**src/rtl/ir_rx_pkg.sv**
```systemverilog
// Shared types and constants for the IR car-control packet receiver.
// Field indices follow the on-air burst order; command bits map to drive directions.
package ir_rx_pkg;

  typedef enum logic [1:0] {
    IDLE,
    HIGH,
    LOW
  } state_t;

  localparam logic [2:0] F_START = 3'd0;
  localparam logic [2:0] F_SEL   = 3'd1;
  localparam logic [2:0] F_BIT0  = 3'd2;
  localparam logic [2:0] F_BIT1  = 3'd3;
  localparam logic [2:0] F_BIT2  = 3'd4;
  localparam logic [2:0] F_BIT3  = 3'd5;

  localparam int CMD_RIGHT = 0;
  localparam int CMD_LEFT  = 1;
  localparam int CMD_BACK  = 2;
  localparam int CMD_FWD   = 3;

  localparam int DEF_CNT_W       = 20;
  localparam int DEF_ZERO_MIN    = 30000;
  localparam int DEF_ONE_MIN     = 95000;
  localparam int DEF_SEL_MIN     = 110000;
  localparam int DEF_SEL_MAX     = 150000;
  localparam int DEF_START_MIN   = 400000;
  localparam int DEF_GAP_TIMEOUT = 200000;

endpackage

```
**src/rtl/ir_input_sync.sv**
```systemverilog
// Brings the asynchronous IR envelope into the CLK domain and derives
// single-cycle rise/fall strobes from the synchronised level.
module ir_input_sync (
  input  logic CLK,
  input  logic RESET_N,
  input  logic i_ir,
  output logic o_ir_s,
  output logic o_rise,
  output logic o_fall
);

  logic r_meta;
  logic r_ir_s;
  logic r_ir_d;

  // NOTE: non-blocking assignments make each flop capture its predecessor's
  // pre-edge value; blocking ones would collapse the chain into one stage.
  always_ff @(posedge CLK or negedge RESET_N) begin
    if (!RESET_N) begin
      r_meta <= 1'b0;
      r_ir_s <= 1'b0;
      r_ir_d <= 1'b0;
    end else begin
      r_meta <= i_ir;
      r_ir_s <= r_meta;
      r_ir_d <= r_ir_s;
    end
  end

  assign o_ir_s = r_ir_s;
  assign o_rise = r_ir_s & ~r_ir_d;
  assign o_fall = ~r_ir_s & r_ir_d;

endmodule

```
**src/rtl/ir_packet_receiver.sv**
```systemverilog
// IR packet decoder: measures burst/gap widths in CLK cycles, walks the
// start/select/data fields and publishes a registered 4-bit drive command.
module ir_packet_receiver
  import ir_rx_pkg::*;
#(
  parameter int CNT_W       = DEF_CNT_W,
  parameter int ZERO_MIN    = DEF_ZERO_MIN,
  parameter int ONE_MIN     = DEF_ONE_MIN,
  parameter int SEL_MIN     = DEF_SEL_MIN,
  parameter int SEL_MAX     = DEF_SEL_MAX,
  parameter int START_MIN   = DEF_START_MIN,
  parameter int GAP_TIMEOUT = DEF_GAP_TIMEOUT
) (
  input  logic       CLK,
  input  logic       RESET_N,
  input  logic       ENABLE,
  input  logic       IR_IN,
  output logic [3:0] COMMAND,
  output logic       CMD_VALID,
  output logic       PKT_ERR,
  output logic       BUSY
);

  localparam logic [CNT_W-1:0] L_ZERO_MIN    = CNT_W'(ZERO_MIN);
  localparam logic [CNT_W-1:0] L_ONE_MIN     = CNT_W'(ONE_MIN);
  localparam logic [CNT_W-1:0] L_SEL_MIN     = CNT_W'(SEL_MIN);
  localparam logic [CNT_W-1:0] L_SEL_MAX     = CNT_W'(SEL_MAX);
  localparam logic [CNT_W-1:0] L_START_MIN   = CNT_W'(START_MIN);
  localparam logic [CNT_W-1:0] L_GAP_TIMEOUT = CNT_W'(GAP_TIMEOUT);

  logic             w_ir_s;
  logic             w_rise;
  logic             w_fall;
  logic [CNT_W-1:0] w_cnt_next;
  state_t           w_state_next;
  logic [2:0]       w_field_next;
  logic [3:0]       w_bits_next;
  logic [1:0]       w_bit_idx;
  logic             w_done;
  logic             w_err;
  logic             w_timeout;

  state_t           r_state;
  logic [2:0]       r_field;
  logic [3:0]       r_bits;
  logic [CNT_W-1:0] r_cnt;
  logic             r_done_pend;
  logic             r_err_pend;
  logic [3:0]       r_cmd_pend;
  logic [3:0]       r_command;
  logic             r_cmd_valid;
  logic             r_pkt_err;

  ir_input_sync u_sync (
    .CLK     (CLK),
    .RESET_N (RESET_N),
    .i_ir    (IR_IN),
    .o_ir_s  (w_ir_s),
    .o_rise  (w_rise),
    .o_fall  (w_fall)
  );

  // At a fall, r_cnt still holds the number of cycles ir_s was high.
  assign w_cnt_next = (w_rise || w_fall) ? CNT_W'(1) :
                      (&r_cnt)           ? r_cnt     : r_cnt + CNT_W'(1);
  assign w_bit_idx  = 2'(r_field - F_BIT0);

  // NOTE: every always_comb output gets a default first, so no path can
  // leave a signal unassigned and infer a latch.
  always_comb begin
    w_state_next = r_state;
    w_field_next = r_field;
    w_bits_next  = r_bits;
    w_done       = 1'b0;
    w_err        = 1'b0;
    w_timeout    = 1'b0;
    unique case (r_state)
      IDLE: begin
        if (w_rise) begin
          w_state_next = HIGH;
          w_field_next = F_START;
        end
      end
      HIGH: begin
        if (w_fall) begin
          if (r_field == F_START) begin
            w_state_next = (r_cnt >= L_START_MIN) ? LOW : IDLE;
            w_field_next = F_SEL;
          end else if (r_field == F_SEL) begin
            if (r_cnt >= L_SEL_MIN && r_cnt <= L_SEL_MAX) begin
              w_state_next = LOW;
              w_field_next = F_BIT0;
            end else begin
              w_state_next = IDLE;
              w_err        = 1'b1;
            end
          end else if (r_cnt < L_ZERO_MIN) begin
            w_state_next = IDLE;
            w_err        = 1'b1;
          end else if (r_cnt >= L_START_MIN) begin
            // A start-length burst inside a packet restarts the packet.
            w_state_next = LOW;
            w_field_next = F_SEL;
          end else begin
            w_bits_next[w_bit_idx] = (r_cnt >= L_ONE_MIN);
            if (r_field == F_BIT3) begin
              w_state_next = IDLE;
              w_done       = 1'b1;
            end else begin
              w_state_next = LOW;
              w_field_next = r_field + 3'd1;
            end
          end
        end
      end
      LOW: begin
        if (w_rise) begin
          w_state_next = HIGH;
        end else if (w_cnt_next == L_GAP_TIMEOUT) begin
          w_state_next = IDLE;
          w_timeout    = 1'b1;
        end
      end
      default: w_state_next = IDLE;
    endcase
    if (!ENABLE) begin
      w_state_next = IDLE;
      w_done       = 1'b0;
      w_err        = 1'b0;
      w_timeout    = 1'b0;
    end
  end

  // Classification results wait one cycle in *_pend before reaching the
  // outputs; a gap timeout is reported in the cycle the counter reaches it.
  always_ff @(posedge CLK or negedge RESET_N) begin
    if (!RESET_N) begin
      r_state     <= IDLE;
      r_field     <= F_START;
      r_bits      <= 4'd0;
      r_cnt       <= '0;
      r_done_pend <= 1'b0;
      r_err_pend  <= 1'b0;
      r_cmd_pend  <= 4'd0;
      r_command   <= 4'd0;
      r_cmd_valid <= 1'b0;
      r_pkt_err   <= 1'b0;
    end else begin
      r_state     <= w_state_next;
      r_field     <= w_field_next;
      r_bits      <= w_bits_next;
      r_cnt       <= w_cnt_next;
      r_done_pend <= w_done;
      r_err_pend  <= w_err;
      if (w_done) begin
        r_cmd_pend <= w_bits_next;
      end
      r_cmd_valid <= r_done_pend & ENABLE;
      r_pkt_err   <= (r_err_pend & ENABLE) | w_timeout;
      if (r_done_pend && ENABLE) begin
        r_command <= r_cmd_pend;
      end
    end
  end

  assign COMMAND   = r_command;
  assign CMD_VALID = r_cmd_valid;
  assign PKT_ERR   = r_pkt_err;
  assign BUSY      = (r_state != IDLE);

endmodule

```
**config.mk**
```make
export PLATFORM = sky130hd
export DESIGN_NAME = ir_packet_receiver
export DESIGN_NICKNAME = d
export VERILOG_FILES = /design/src/rtl/ir_rx_pkg.sv /design/src/rtl/ir_input_sync.sv /design/src/rtl/ir_packet_receiver.sv
export SDC_FILE = /design/constraint.sdc
export NUM_CORES = 1
export LEC_CHECK = 0
export ABC_AREA = 1
export BUFFER_PORTS_ARGS = -buffer_cell sky130_fd_sc_hd__buf_2
export CAP_MARGIN = 20
export CORE_ASPECT_RATIO = 1.25
export CORE_MARGIN = 8
export CORE_UTILIZATION = 60
export DETAILED_ROUTE_END_ITERATION = 16
export HOLD_SLACK_MARGIN = 0.12
export PLACE_DENSITY = 0.77
export SYNTH_ARGS = -nofsm -noshare
export SYNTH_HDL_FRONTEND = slang
export SYNTH_SLANG_ARGS = --single-unit
```
**constraint.sdc**
```tcl
create_clock -name CLK -period 2.6 [get_ports CLK]
set_input_delay 0.39 -clock CLK [delete_from_list [all_inputs] [get_ports CLK]]
set_output_delay 0.39 -clock CLK [all_outputs]
set_load 0.1 [all_outputs]
```
==> metrics.csv <==
metric,value,unit
status,"complete, no violations",
starting DRC count in detailed routing,112,
CTS root buffer,clkbuf_8,
min Tclk post-route,2300,ps
crit start category,flop,
pre-CTS WS,247,ps
RSZ-0062 raised after global routing,no,
max-slew headroom at the worst pin,0.674,
synth top area cells,"dfrtp_1 39%, nand2_1 13%, inv_1 8.4%, nand3_1 7.3%, nor2_1 5.3%",
Initial Util,0.608,
vias per std cell,5.47,
"EDFF count, synth",0,
top_reg_cell synth,dfrtp_1,
worst-path cell chain,ha_1 -> nand3_1 -> nor2_1 -> nand3_4 -> nand2_4 -> nand3_4 -> nor2_2 -> nand3_1 -> nor2_1 -> nand2_1 -> o21bai_1 -> o21ai_1,
M3 GR Usage,0.0368,
Core Region,4620,um2
critical path type,reg -> reg,
GRT Max-Usage Layer,met2,
All-Layer GR Usage,0.206,
Remaining DRCs,0,
clock net sink count,44,
Tcrit/Tclk final,0.884,
die height,92.6,um
crit path DAT,2480,ps
most frequent cell after synthesis,nand2_1,
Commonest cells post-synth,"100 x nand2_1, 63 x inv_1, 44 x dfrtp_1",
first-pass GRT wire length,12000,um
Die X,77.2,um
Post-Route WL,6900,um
post-synth top area cell,dfrtp_1,
Syn Nets,409,
CP max stage cell,dfrtp_1,
YS warnings,0,
Final nets,430,
layout cells sized above 1,0.117,
asr flop ratio synth,1.00,
Cell Rows,28,
Worst Tran Pin Value,492,ps
clk_lat worst skew,290,ps
die area,7150,um2
Netlist Area Pre-Place,2810,um2
wire per inst,14.4,um
CTS H-tree depth,2,
clock skew,3.30,ps
"CTS clk-pin slew, worst paths",80,ps
vias,2622,
maximum vdd drop,0.378,mV
Area Overhead vs Synth,12.2,%
met1 usage,0.226,
Final Max Slew Viols,0,
critical path peak fanout,16,
RePlAce Congestion,0.979,
Port Buffers,10,
TritonCTS clock tree,yes,
initial antenna violation count,0,
PnR worst setup slack,301,ps
# Max-Cap Violations,0,
post-synthesis average cell area,7.08,um2
Inserted Clock Buffers,5,
Yosys reg bits,44,
Synth top area share,0.391,
final-report hold violation count,0,
worst hold path class,in -> reg,
fin util,0.683,
Critical Path RT,2780,ps
Leak,1.69,nW
GR Util met2,0.369,
largest net degree at the start of global routing,45,
Routed Antenna Nets,0,
hpwl dp,5550,um
register area share after synthesis,0.391,
grt total ovfl,0,
Cell variety after synth,35,
deepest clock path buffer count,2,
setup TNS,0,ps
P per Cell Area,565,nW/um2
# IOs,11,
setup violators final,0,
peak per-stage delay on the critical path,400,ps
# diodes,0,
critical path endpoint category,flop,
vias in the first global route,2588,
synthesized instance count,397,
Pwr Total,0.00178,W
Pre-Repair DR Iteration Count,4,
Max Freq,435,MHz
final timing paths:
| check | to | cells past startpoint | startpoint | slack (ps) |
|---|---|---|---|---|
| min in group asynchronous | CMD_VALID | 2 | RESET_N | 540 |
| min | u_sync.r_meta | 1 | IR_IN | 210 |
| max | r_state[1] | 12 | r_cnt[0] | 300 |
| min reg2reg | u_sync.o_ir_s | 0 | u_sync.r_meta | 390 |
| max in group asynchronous | r_cnt[6] | 3 | RESET_N | 1580 |
| max reg2reg | r_state[1] | 12 | r_cnt[0] | 300 |
through the flow:
stage                     instances  cell area, um2  hold slack [ps]
after global routing            479            3160              208
after CTS                       477            3120              210
after global placement          469            2960              333
after detailed placement        469            2960              361
final                           479            3160              214
after floorplan                 397            2810             94.4
critical path: cells and delay by family, from the launching register on:
family	cells	cell delay, ps
compound gates	2	220
fa+ha+maj	1	290
flops	1	400
simple gates	9	1280
registers in the layout, summed over array words and instances (netlist names), 2 cells and up:
| name | count |
|---|---|
| r_bits | 4 |
| COMMAND | 4 |
| r_state | 2 |
| r_field | 3 |
| r_cnt | 20 |
| r_cmd_pend | 4 |
cells in the final DEF, fill, tap and decap left out, types with 5 or more instances in the layout:
master    netlist  layout
o211ai_1        5       5
buf_2           3      10
a21oi_1         9       9
nor2_2          7       7
nand4_1        10      10
nand2_1       100     100
inv_1          63      63
ha_1            8       8
xor2_1          5       5
o21ai_0        10      10
clkbuf_8        0       5
o21ai_1        14      14
nor2_1         40      40
nand3_1        41      41
dfrtp_1        44      44
buf_4           0       7
per-layer routing:
layer / routed length, um / vias up / share of wire
met4: 260 / 0 / 0.038
met1: 2730 / 1210 / 0.40
met3: 316 / 24 / 0.046
met2: 3590 / 85 / 0.52
li1: - / 1303 / -
met5: 0 / - / 0
kinds of logic (layout without fill, tap and decap cells):
group	count (synthesis)	count (layout)	share of synthesized area
adder cells (fa/ha/maj)	8	8	0.0356
AO/OA/AOI/OAI	49	49	0.101
AND/OR/NAND/NOR	216	216	0.348
XOR/XNOR	7	7	0.0218
flip-flops	44	44	0.391
buffers and inverters	73	95	0.101
repair_timing:
| action | in CTS | in global routing |
|---|---|---|
| setup endpoints to repair | 0 | 1 |
| hold endpoints to repair | 0 | 15 |
| hold buffers | 0 | 1 |
| buffers inserted | 0 | 0 |
| gates resized for setup | 0 | 1 |
power by group:
part           internal (W)  switching [W]  total (W)
clock network      0.000480       0.000232   0.000712
logic             0.0000883       0.000236   0.000324
registers          0.000716      0.0000315   0.000748
total               0.00128       0.000500    0.00178
cell type report:
type / count / area (um2)
fill: 425 / 1470
timing repair buffer: 19 / 133
tap: 60 / 75.1
clock inverter: 3 / 90.1
sequential: 44 / 1100
clock buffer: 5 / 68.8
inverter: 68 / 255
multi-input combinational: 280 / 1430
Note: power is estimated with default switching activity, not from simulation.
